`config.mk`:
```
export PLATFORM = sky130hd
export DESIGN_NAME = ram_fifo_ctrl
export DESIGN_NICKNAME = d
export VERILOG_FILES = /design/src/rtl/ram_fifo_pkg.sv /design/src/rtl/ram_fifo_outreg.sv /design/src/rtl/ram_fifo_ctrl.sv
export SDC_FILE = /design/constraint.sdc
export NUM_CORES = 1
export LEC_CHECK = 0
export CAP_MARGIN = 20
export CORE_MARGIN = 4
export CORE_UTILIZATION = 35
export CTS_CLUSTER_DIAMETER = 120
export DETAILED_ROUTE_END_ITERATION = 16
export GPL_ROUTABILITY_DRIVEN = 0
export PLACE_DENSITY = 0.76
export SYNTH_ARGS = -nofsm -noshare
export SYNTH_HDL_FRONTEND = slang
export SYNTH_SLANG_ARGS = --single-unit
```
`constraint.sdc`:
```
create_clock -name clk -period 3 [get_ports clk]
set_input_delay 0.3 -clock clk [delete_from_list [all_inputs] [get_ports clk]]
set_output_delay 0.3 -clock clk [all_outputs]
set_load 0.01 [all_outputs]
```
`src/rtl/ram_fifo_pkg.sv`:
```
// Shared constants and helpers for the RAM-backed streaming FIFO controller.
// Threshold defaults follow the RAM address width chosen by the instantiating design.
package ram_fifo_pkg;

  localparam int DEFAULT_AW     = 8;
  localparam int DEFAULT_DW     = 32;
  localparam int DEFAULT_DEPTH  = 1 << DEFAULT_AW;
  localparam int AEMPTY_DEFAULT = 1;

  function automatic int depthOf(input int aw);
    return 1 << aw;
  endfunction

  // Occupancy spans 0 .. 2^AW+1 (RAM entries plus the output register).
  function automatic int occWidth(input int aw);
    return $clog2((1 << aw) + 2);
  endfunction

  function automatic int afullDefault(input int aw);
    return (1 << aw) - 2;
  endfunction

endpackage

```
`src/rtl/ram_fifo_outreg.sv`:
```
// One-entry registered output stage with valid/ready handshake and load enable.
// Flush drops the held word's valid bit but leaves the data bits untouched.
module ram_fifo_outreg
  import ram_fifo_pkg::*;
#(
  parameter int DW = DEFAULT_DW
) (
  input  logic          clk,
  input  logic          rstN,
  input  logic          flush_i,
  input  logic          load_i,
  input  logic [DW-1:0] loadData_i,
  input  logic          outReady_i,
  output logic          outValid_o,
  output logic [DW-1:0] outData_o
);

  logic          valid_q, valid_d;
  logic [DW-1:0] data_q, data_d;

  // A load wins over a release so back-to-back words stream at one per cycle.
  always_comb begin
    valid_d = valid_q;
    data_d  = data_q;
    if (flush_i) begin
      valid_d = 1'b0;
    end else if (load_i) begin
      valid_d = 1'b1;
      data_d  = loadData_i;
    end else if (valid_q && outReady_i) begin
      valid_d = 1'b0;
    end
  end

  always_ff @(posedge clk or negedge rstN) begin
    if (!rstN) begin
      valid_q <= 1'b0;
      data_q  <= '0;
    end else begin
      valid_q <= valid_d;
      data_q  <= data_d;
    end
  end

  assign outValid_o = valid_q;
  assign outData_o  = data_q;

endmodule

```
`src/rtl/ram_fifo_ctrl.sv`:
```
// FIFO controller wrapping a dual-port RAM: port A writes, port B reads into a
// registered output stage. Capacity is 2^AW RAM words plus the output register.
module ram_fifo_ctrl
  import ram_fifo_pkg::*;
#(
  parameter int AW        = DEFAULT_AW,
  parameter int DW        = DEFAULT_DW,
  parameter int AFULL_TH  = afullDefault(AW),
  parameter int AEMPTY_TH = AEMPTY_DEFAULT
) (
  input  logic          clk,
  input  logic          rstN,
  input  logic          flush,
  input  logic          inValid,
  output logic          inReady,
  input  logic [DW-1:0] inData,
  output logic          outValid,
  input  logic          outReady,
  output logic [DW-1:0] outData,
  output logic [AW:0]   occupancy,
  output logic          almostFull,
  output logic          almostEmpty,
  output logic          errConflict,
  output logic          ramAEn,
  output logic          ramAWrite,
  output logic [AW-1:0] ramAAddr,
  output logic [DW-1:0] ramAWriteData,
  output logic          ramBEn,
  output logic          ramBWrite,
  output logic [AW-1:0] ramBAddr,
  output logic [DW-1:0] ramBWriteData,
  input  logic [DW-1:0] ramBReadData,
  input  logic          ramConflict
);

  localparam int              DEPTH    = depthOf(AW);
  localparam int              OCC_W    = occWidth(AW);
  localparam logic [OCC_W-1:0] DEPTH_V  = OCC_W'(DEPTH);
  localparam logic [OCC_W-1:0] AFULL_V  = OCC_W'(AFULL_TH);
  localparam logic [OCC_W-1:0] AEMPTY_V = OCC_W'(AEMPTY_TH);

  logic [AW-1:0]    wrPtr_q, wrPtr_d;
  logic [AW-1:0]    rdPtr_q, rdPtr_d;
  logic [OCC_W-1:0] ramCount_q, ramCount_d;
  logic             errConflict_q, errConflict_d;
  logic             push, fetch;
  logic [OCC_W-1:0] occ;

  // rstN gates inReady so nothing is advertised while the block is held in reset.
  assign inReady = rstN && (ramCount_q != DEPTH_V) && !flush;
  assign push    = inValid && inReady;
  assign fetch   = (ramCount_q != '0) && (!outValid || outReady) && !flush;

  always_comb begin
    wrPtr_d       = wrPtr_q;
    rdPtr_d       = rdPtr_q;
    ramCount_d    = ramCount_q;
    errConflict_d = errConflict_q;
    if (flush) begin
      wrPtr_d       = '0;
      rdPtr_d       = '0;
      ramCount_d    = '0;
      errConflict_d = 1'b0;
    end else begin
      if (push)        wrPtr_d = wrPtr_q + 1'b1;
      if (fetch)       rdPtr_d = rdPtr_q + 1'b1;
      if (push && !fetch)      ramCount_d = ramCount_q + OCC_W'(1);
      else if (fetch && !push) ramCount_d = ramCount_q - OCC_W'(1);
      if (ramConflict) errConflict_d = 1'b1;
    end
  end

  always_ff @(posedge clk or negedge rstN) begin
    if (!rstN) begin
      wrPtr_q       <= '0;
      rdPtr_q       <= '0;
      ramCount_q    <= '0;
      errConflict_q <= 1'b0;
    end else begin
      wrPtr_q       <= wrPtr_d;
      rdPtr_q       <= rdPtr_d;
      ramCount_q    <= ramCount_d;
      errConflict_q <= errConflict_d;
    end
  end

  ram_fifo_outreg #(
    .DW(DW)
  ) u_outreg (
    .clk        (clk),
    .rstN       (rstN),
    .flush_i    (flush),
    .load_i     (fetch),
    .loadData_i (ramBReadData),
    .outReady_i (outReady),
    .outValid_o (outValid),
    .outData_o  (outData)
  );

  assign occ         = ramCount_q + {{(OCC_W-1){1'b0}}, outValid};
  assign occupancy   = occ;
  assign almostFull  = (occ >= AFULL_V);
  assign almostEmpty = (occ <= AEMPTY_V);
  assign errConflict = errConflict_q;

  assign ramAEn        = push;
  assign ramAWrite     = push;
  assign ramAAddr      = wrPtr_q;
  assign ramAWriteData = inData;
  assign ramBEn        = fetch;
  assign ramBWrite     = 1'b0;
  assign ramBAddr      = rdPtr_q;
  assign ramBWriteData = '0;

endmodule

```
Word-level counts from Yosys, hierarchy flattened
Cells that the tools add are included.
{"block": "word_totals", "out_inout_bits": 130, "reg_bits": 59, "inputBits": 70}
{"block": "op_classes", "n_reduce_logical": 20, "n_addsub": 5, "n_eq_ne": 1, "n_lt_le_gt_ge": 2, "bitwise": 1, "n_mux": 12}
{"op": "two-way mux 8 bit", "n": 4}
{"op": "two-way mux 9 bit", "n": 3}
{"op": "adder 8 x 1 -> 8 bit, second input constant", "n": 2}
{"op": "adder 9 x 1 -> 9 bit", "n": 1}
{"op": "adder 9 x 1 -> 9 bit, second input constant", "n": 1}
{"op": ">= comparator 9 x 8 -> 1 bit, second input constant", "n": 1}
{"op": "<= comparator 9 x 1 -> 1 bit, second input constant", "n": 1}
{"op": "!= test 9 bit, second input constant", "n": 1}
{"op": "nonzero test 9 bit", "n": 1}
{"op": "subtractor 9 x 1 -> 9 bit, second input constant", "n": 1}
{"op": "logical AND 1 bit", "n": 8}
{"op": "nonzero test 2 bit", "n": 3}
{"op": "nonzero test 3 bit", "n": 2}
{"op": "two-way mux 1 bit", "n": 5}
{"op": "zero test 1 bit", "n": 4}
{"op": "AND reduction 2 bit", "n": 1}
{"op": "logical OR 1 bit", "n": 1}
{"op": "NOT 1 bit", "n": 1}

Logic depth before layout (Yosys ltp)
Gate-level depths: netlist of run 1.
{"block": "depth", "depth_word": 9, "ltp_mapped": 14}

Hierarchy
Synthesis of run 1 repeated with hierarchy kept, for this count alone.
{"block": "hier_totals", "hier_cells": 338, "hier_area_um2": 3681.0}
{"mod": "ram_fifo_ctrl", "cells_each": 265, "n_inst": 1, "seq_area_each_um2": 650.6, "area_each_um2": 2282.2}
{"mod": "ram_fifo_outreg", "cells_each": 73, "n_inst": 1, "seq_area_each_um2": 825.8, "area_each_um2": 1398.8}

Least setup slack after synthesis of run 1
OpenSTA, ideal clock, no wires.
{"block": "synth_path", "kind": "flip-flop to flip-flop", "from": "reg ramCount_q[3]", "to": "reg ramCount_q[6]", "path_slack_ns": -0.111, "required_ns": 2.875, "t_arrival_ns": 2.986, "path_buffers": 2, "period_less_slack_ns": 3.111, "stages_incl_launch_ff": 14, "path_cell_list": "dfrtp_1 buf_2 nor4_4 and3_1 buf_2 nor3b_1 and2_1 nand2b_1 ha_1 nand2b_1 a211oi_1 or3_1 nand3_1 mux2_4"}
{"block": "synth_between", "elab_chain_cells": 7, "elab_cells_between_ends": 17}
{"item": "from (decl)", "line": "ram_fifo_ctrl.sv:44", "text": "logic [OCC_W-1:0] ramCount_q, ramCount_d;"}
{"item": "from (signal assigned)", "line": "ram_fifo_ctrl.sv:82", "text": "ramCount_q <= ramCount_d;"}
{"item": "!= test 9 bit *", "line": "ram_fifo_ctrl.sv:50", "text": "assign inReady = rstN && (ramCount_q != DEPTH_V) && !flush;"}
{"item": "logical AND 1 bit * (2 in a row)", "line": "ram_fifo_ctrl.sv:50"}
{"item": "via inReady", "line": "ram_fifo_ctrl.sv:15", "text": "output logic inReady,"}
{"item": "logical AND 1 bit *", "line": "ram_fifo_ctrl.sv:51", "text": "assign push = inValid && inReady;"}
{"item": "via ramAEn", "line": "ram_fifo_ctrl.sv:24", "text": "output logic ramAEn,"}
{"item": "logical AND 1 bit / zero test 1 bit (equally long branches)", "line": "ram_fifo_ctrl.sv:67, ram_fifo_ctrl.sv:68"}
{"item": "two-way mux 9 bit / logical AND 1 bit (equally long branches)", "line": "ram_fifo_ctrl.sv:67, ram_fifo_ctrl.sv:68"}
{"item": "two-way mux 9 bit / nonzero test 3 bit (equally long branches)"}
Mark *: on every way through the listed nets, which the timed path passes. The rest lies on a longest branch. The select of a mux whose other input is x is not followed.
A chain may end at the register's enable or synchronous reset.

Worst setup path in the final report of run 1
{"block": "layout_path", "from": "reg ramCount_q[6]", "to": "reg ramCount_q[6]"}
{"block": "layout_between", "elab_chain_cells": 7, "elab_cells_between_ends": 17}
{"item": "branches (longest 7 deep; another with subtractor 9 x 1 -> 9 bit)"}
Parallel ways; which one is timed is not known. The select of a mux whose other input is x is not followed.

==> results_dict.tcl, run 1 <==
set metrics [dict create \
    outcome "finished, final reports clean" \
    drtIter0Drc 145 \
    groute.usage.overall_pct 13.91 \
    die_x_um 110.4 \
    final_cell_mix "100 x clkdlybuf4s50_1, 58 x dfrtp_1, 35 x nor2_1" \
    rr_worst_depth 11 \
    fin_ws_ns 0.07974 \
    clk_pin_slew_ns 0.07 \
    cts_made_buffers 9 \
    grt_pass1_vias 2800 \
    drc 0 \
    drt-total-wl_um 8692 \
    r2r-start "ramCount_q[6]" \
    ys_async_sr_fraction_pct 100.0 \
    ys_seq_elements 59 \
    top_layer "met4" \
    worstMarginPinSlew_ns 0.8051 \
    yosys_warnings 0 \
    fillerInstances 934 \
    yosysSeqAreaShare_pct 40.22 \
    area_growth_pct 34.22 \
    multi_input_area_um2 1831 \
    grt_max_degree 65 \
    worst-path-max-fanout 4 \
    leakagePower_nw 2.124 \
    power_mw 3.912 \
    slew_violations 0 \
    postSynthCellCount 354 \
    place_ws_ns 0.01658 \
    netlist_area_um2 3671 \
    drtAntennaViolNets 0 \
    cts.sink_count 59 \
    vdd_drop_max_uv 283.5 \
    rsz0062_at_grt "yes" \
    fin_area_um2 4927 \
    ys.flop_type "dfrtp_1" \
    max_cap_violations 0 \
    core_area_um2 10280 \
    power_density_nw_per_um2 793.9 \
    grt_pass1_wl_um 14100 \
    clock-skew-final_ns 0.006628 \
    drive_gt1_share_pct 14.25 \
    slew_headroom_pct 46.33 \
    met3_length_um 451 \
    vias_per_cell 4.708 \
    rows 37 \
    setup_violations 0 \
    wl_met1_um 3376 \
    antenna_found_initial 0 \
    fmax_mhz 342.4 \
    nNetsFinal 526 \
    hpwl_um 6288 \
    min_period_over_period_pct 97.34 \
    cts_tree "built" \
    wl_per_cell_um 14.86 \
    cts_max_level 3 \
    setup_tns_ns 0 \
    ff2ff_setup_slack_ns 0.08 \
    fin_util_pct 47.94 \
    io_buffers 102 \
    ctsHoldBuffers 0 \
    synth-edff-count 0 \
    die_area_um2 12190 \
    final_common_cell "clkdlybuf4s50_1" \
    place_area_um2 4576 \
    register_area_um2 1478 \
    grt_overflow 0 \
    fp.dieH_um 110.4 \
    worstPathArrival_ns 3.14 \
    wl_met2_um 4726 \
    clock_path_buffers 2 \
    period_minus_slack_ns 2.920 \
    cts_root_buffer "clkbuf_8" \
    num_vias 2754 \
    worstSetupPathType "flip-flop to flip-flop" \
    worstReg2RegEnd "ramCount_q[6]" \
    hold_path.class "primary input to asynchronous set/reset pin" \
    insertion_delay_ns 0.34 \
    ios 200 \
    syn_area_per_cell_um2 10.37 \
    start_util_pct 35.72 \
    n_antenna_cell 0 \
    critical_path_required_ns 3.22 \
    end_kind "flip-flop" \
    hold_viol 0 \
    cp-start-kind "flip-flop" \
    drtPass1Iterations 4 \
    ys_types 44 \
]
==> per-layer routing <==
| layer | up-vias | global-route usage [%] |
|---|---|---|
| li1 | 1288 | - |
| met1 | 1357 | 15.68 |
| met2 | 93 | 24.88 |
| met3 | 16 | 3.945 |
| met4 | 0 | 5.090 |
| met5 | - | 0 |
==> through the flow <==
stage / std cells / hold slack [ns]
6_report: 585 / 0.1740
3_3_place_gp: 563 / 0.4661
4_1_cts: 581 / 0.1860
5_1_grt: 585 / 0.2242
3_5_place_dp: 563 / 0.4740
2_1_floorplan: 386 / 0.004409
==> cell usage after synthesis, types with 2 or more instances <==
library cell,count,area [um2]
nand4_1,9,56.30
nor2b_1,4,25.02
a211oi_1,5,37.54
and3_1,4,25.02
inv_1,10,37.54
nand2_1,13,48.80
clkbuf_1,4,15.01
buf_4,66,495.5
or3_1,2,12.51
and2_1,2,12.51
nor4_4,2,42.54
nand2b_1,4,25.02
a21o_1,2,15.01
a31oi_1,3,18.77
mux2i_1,5,50.05
buf_2,5,25.02
nor2_1,36,135.1
ha_1,11,137.6
mux2_4,6,90.09
mux2_1,33,371.6
nor3_1,7,35.03
nor3b_1,3,22.52
nand3_1,7,35.03
xor2_1,13,113.9
o21ai_0,5,25.02
dfrtp_1,59,1476
a21oi_1,5,25.02
buf_1,2,7.510
xnor2_1,10,87.58
a311oi_1,3,26.28
==> worst max path at each step <==
| stage | from | endpoint |
|---|---|---|
| after floorplan | ramCount_q[3] | ramCount_q[6] |
| after global placement | ramCount_q[4] | ramCount_q[6] |
| after detailed placement | ramCount_q[4] | ramCount_q[7] |
| after CTS | ramCount_q[4] | ramCount_q[6] |
| after global routing | u_outreg.outValid_o | almostFull |
| final | ramCount_q[6] | ramCount_q[6] |
==> flip-flops by register name, summed over array words and instances, names as in the netlist <==
name / count
ramAAddr: 8
ramCount_q: 9
u_outreg.outValid_o: 1
ramBAddr: 8
errConflict: 1
u_outreg.outData_o: 32
==> repair_timing <==
item | CTS | global route
gates resized for setup | 3 | 16
pin swaps | 0 | 4
setup endpoints to repair | 3 | 7
buffers inserted | 2 | 4
==> where the power goes <==
part           switching (mW)  total (mW)  internal, mW
Combinational           0.916        1.95          1.03
Sequential              0.141        1.13         0.992
Clock                   0.321       0.833         0.512
Total                    1.38        3.91          2.53
==> final cells by class <==
type                            count  share of cell area (%)
Clock buffer                       12                   3.149
Clock inverter                      4                   1.473
Inverter                           10                  0.7618
Multi-Input combinational cell    240                   37.15
Sequential cell                    59                   29.99
Tap cell                          136                   3.454
Timing Repair Buffer              124                   24.02
==> cell families (layout without fill, tap and decap cells) <==
kind of cell,after synthesis,after routing,synth area share [%]
and+or+nand+nor,98,98,14.08
buffers and inverters,87,150,15.81
DFF,59,59,40.22
muxes,44,44,13.94
AOI/OAI and AO/OA,30,30,6.067
xor gates and xnor gates,23,23,5.487
adders and majority gates,12,12,4.294
other,1,33,0.1022
==> critical path: stages, from the launching register on <==
cell,delay [ns]
dfrtp_1,0.41
nor4_4,0.42
and3_4,0.27
nor3b_2,0.05
and2_2,0.23
nor2b_1,0.15
fa_2,0.36
nand2b_4,0.18
a211oi_4,0.26
or3_1,0.15
nand3_1,0.07
mux2_4,0.27
Power figures use the tool's default switching activity.
==> run 2, diff against run 1 <==
--- a/config.mk
+++ b/config.mk
@@ -12,6 +12,7 @@
 export DETAILED_ROUTE_END_ITERATION = 16
 export GPL_ROUTABILITY_DRIVEN = 0
 export PLACE_DENSITY = 0.76
+export SLEW_MARGIN = 20
 export SYNTH_ARGS = -nofsm -noshare
 export SYNTH_HDL_FRONTEND = slang
 export SYNTH_SLANG_ARGS = --single-unit
==> results of run 2 <==
Final layout, timing and power as in run 1 (identical DEF).
==> run 3, diff against run 2 <==
--- a/config.mk
+++ b/config.mk
@@ -9,6 +9,7 @@
 export CORE_MARGIN = 4
 export CORE_UTILIZATION = 35
 export CTS_CLUSTER_DIAMETER = 120
+export CTS_CLUSTER_SIZE = 28
 export DETAILED_ROUTE_END_ITERATION = 16
 export GPL_ROUTABILITY_DRIVEN = 0
 export PLACE_DENSITY = 0.76
==> results of run 3 <==
Final layout, timing and power as in run 1 (identical DEF).
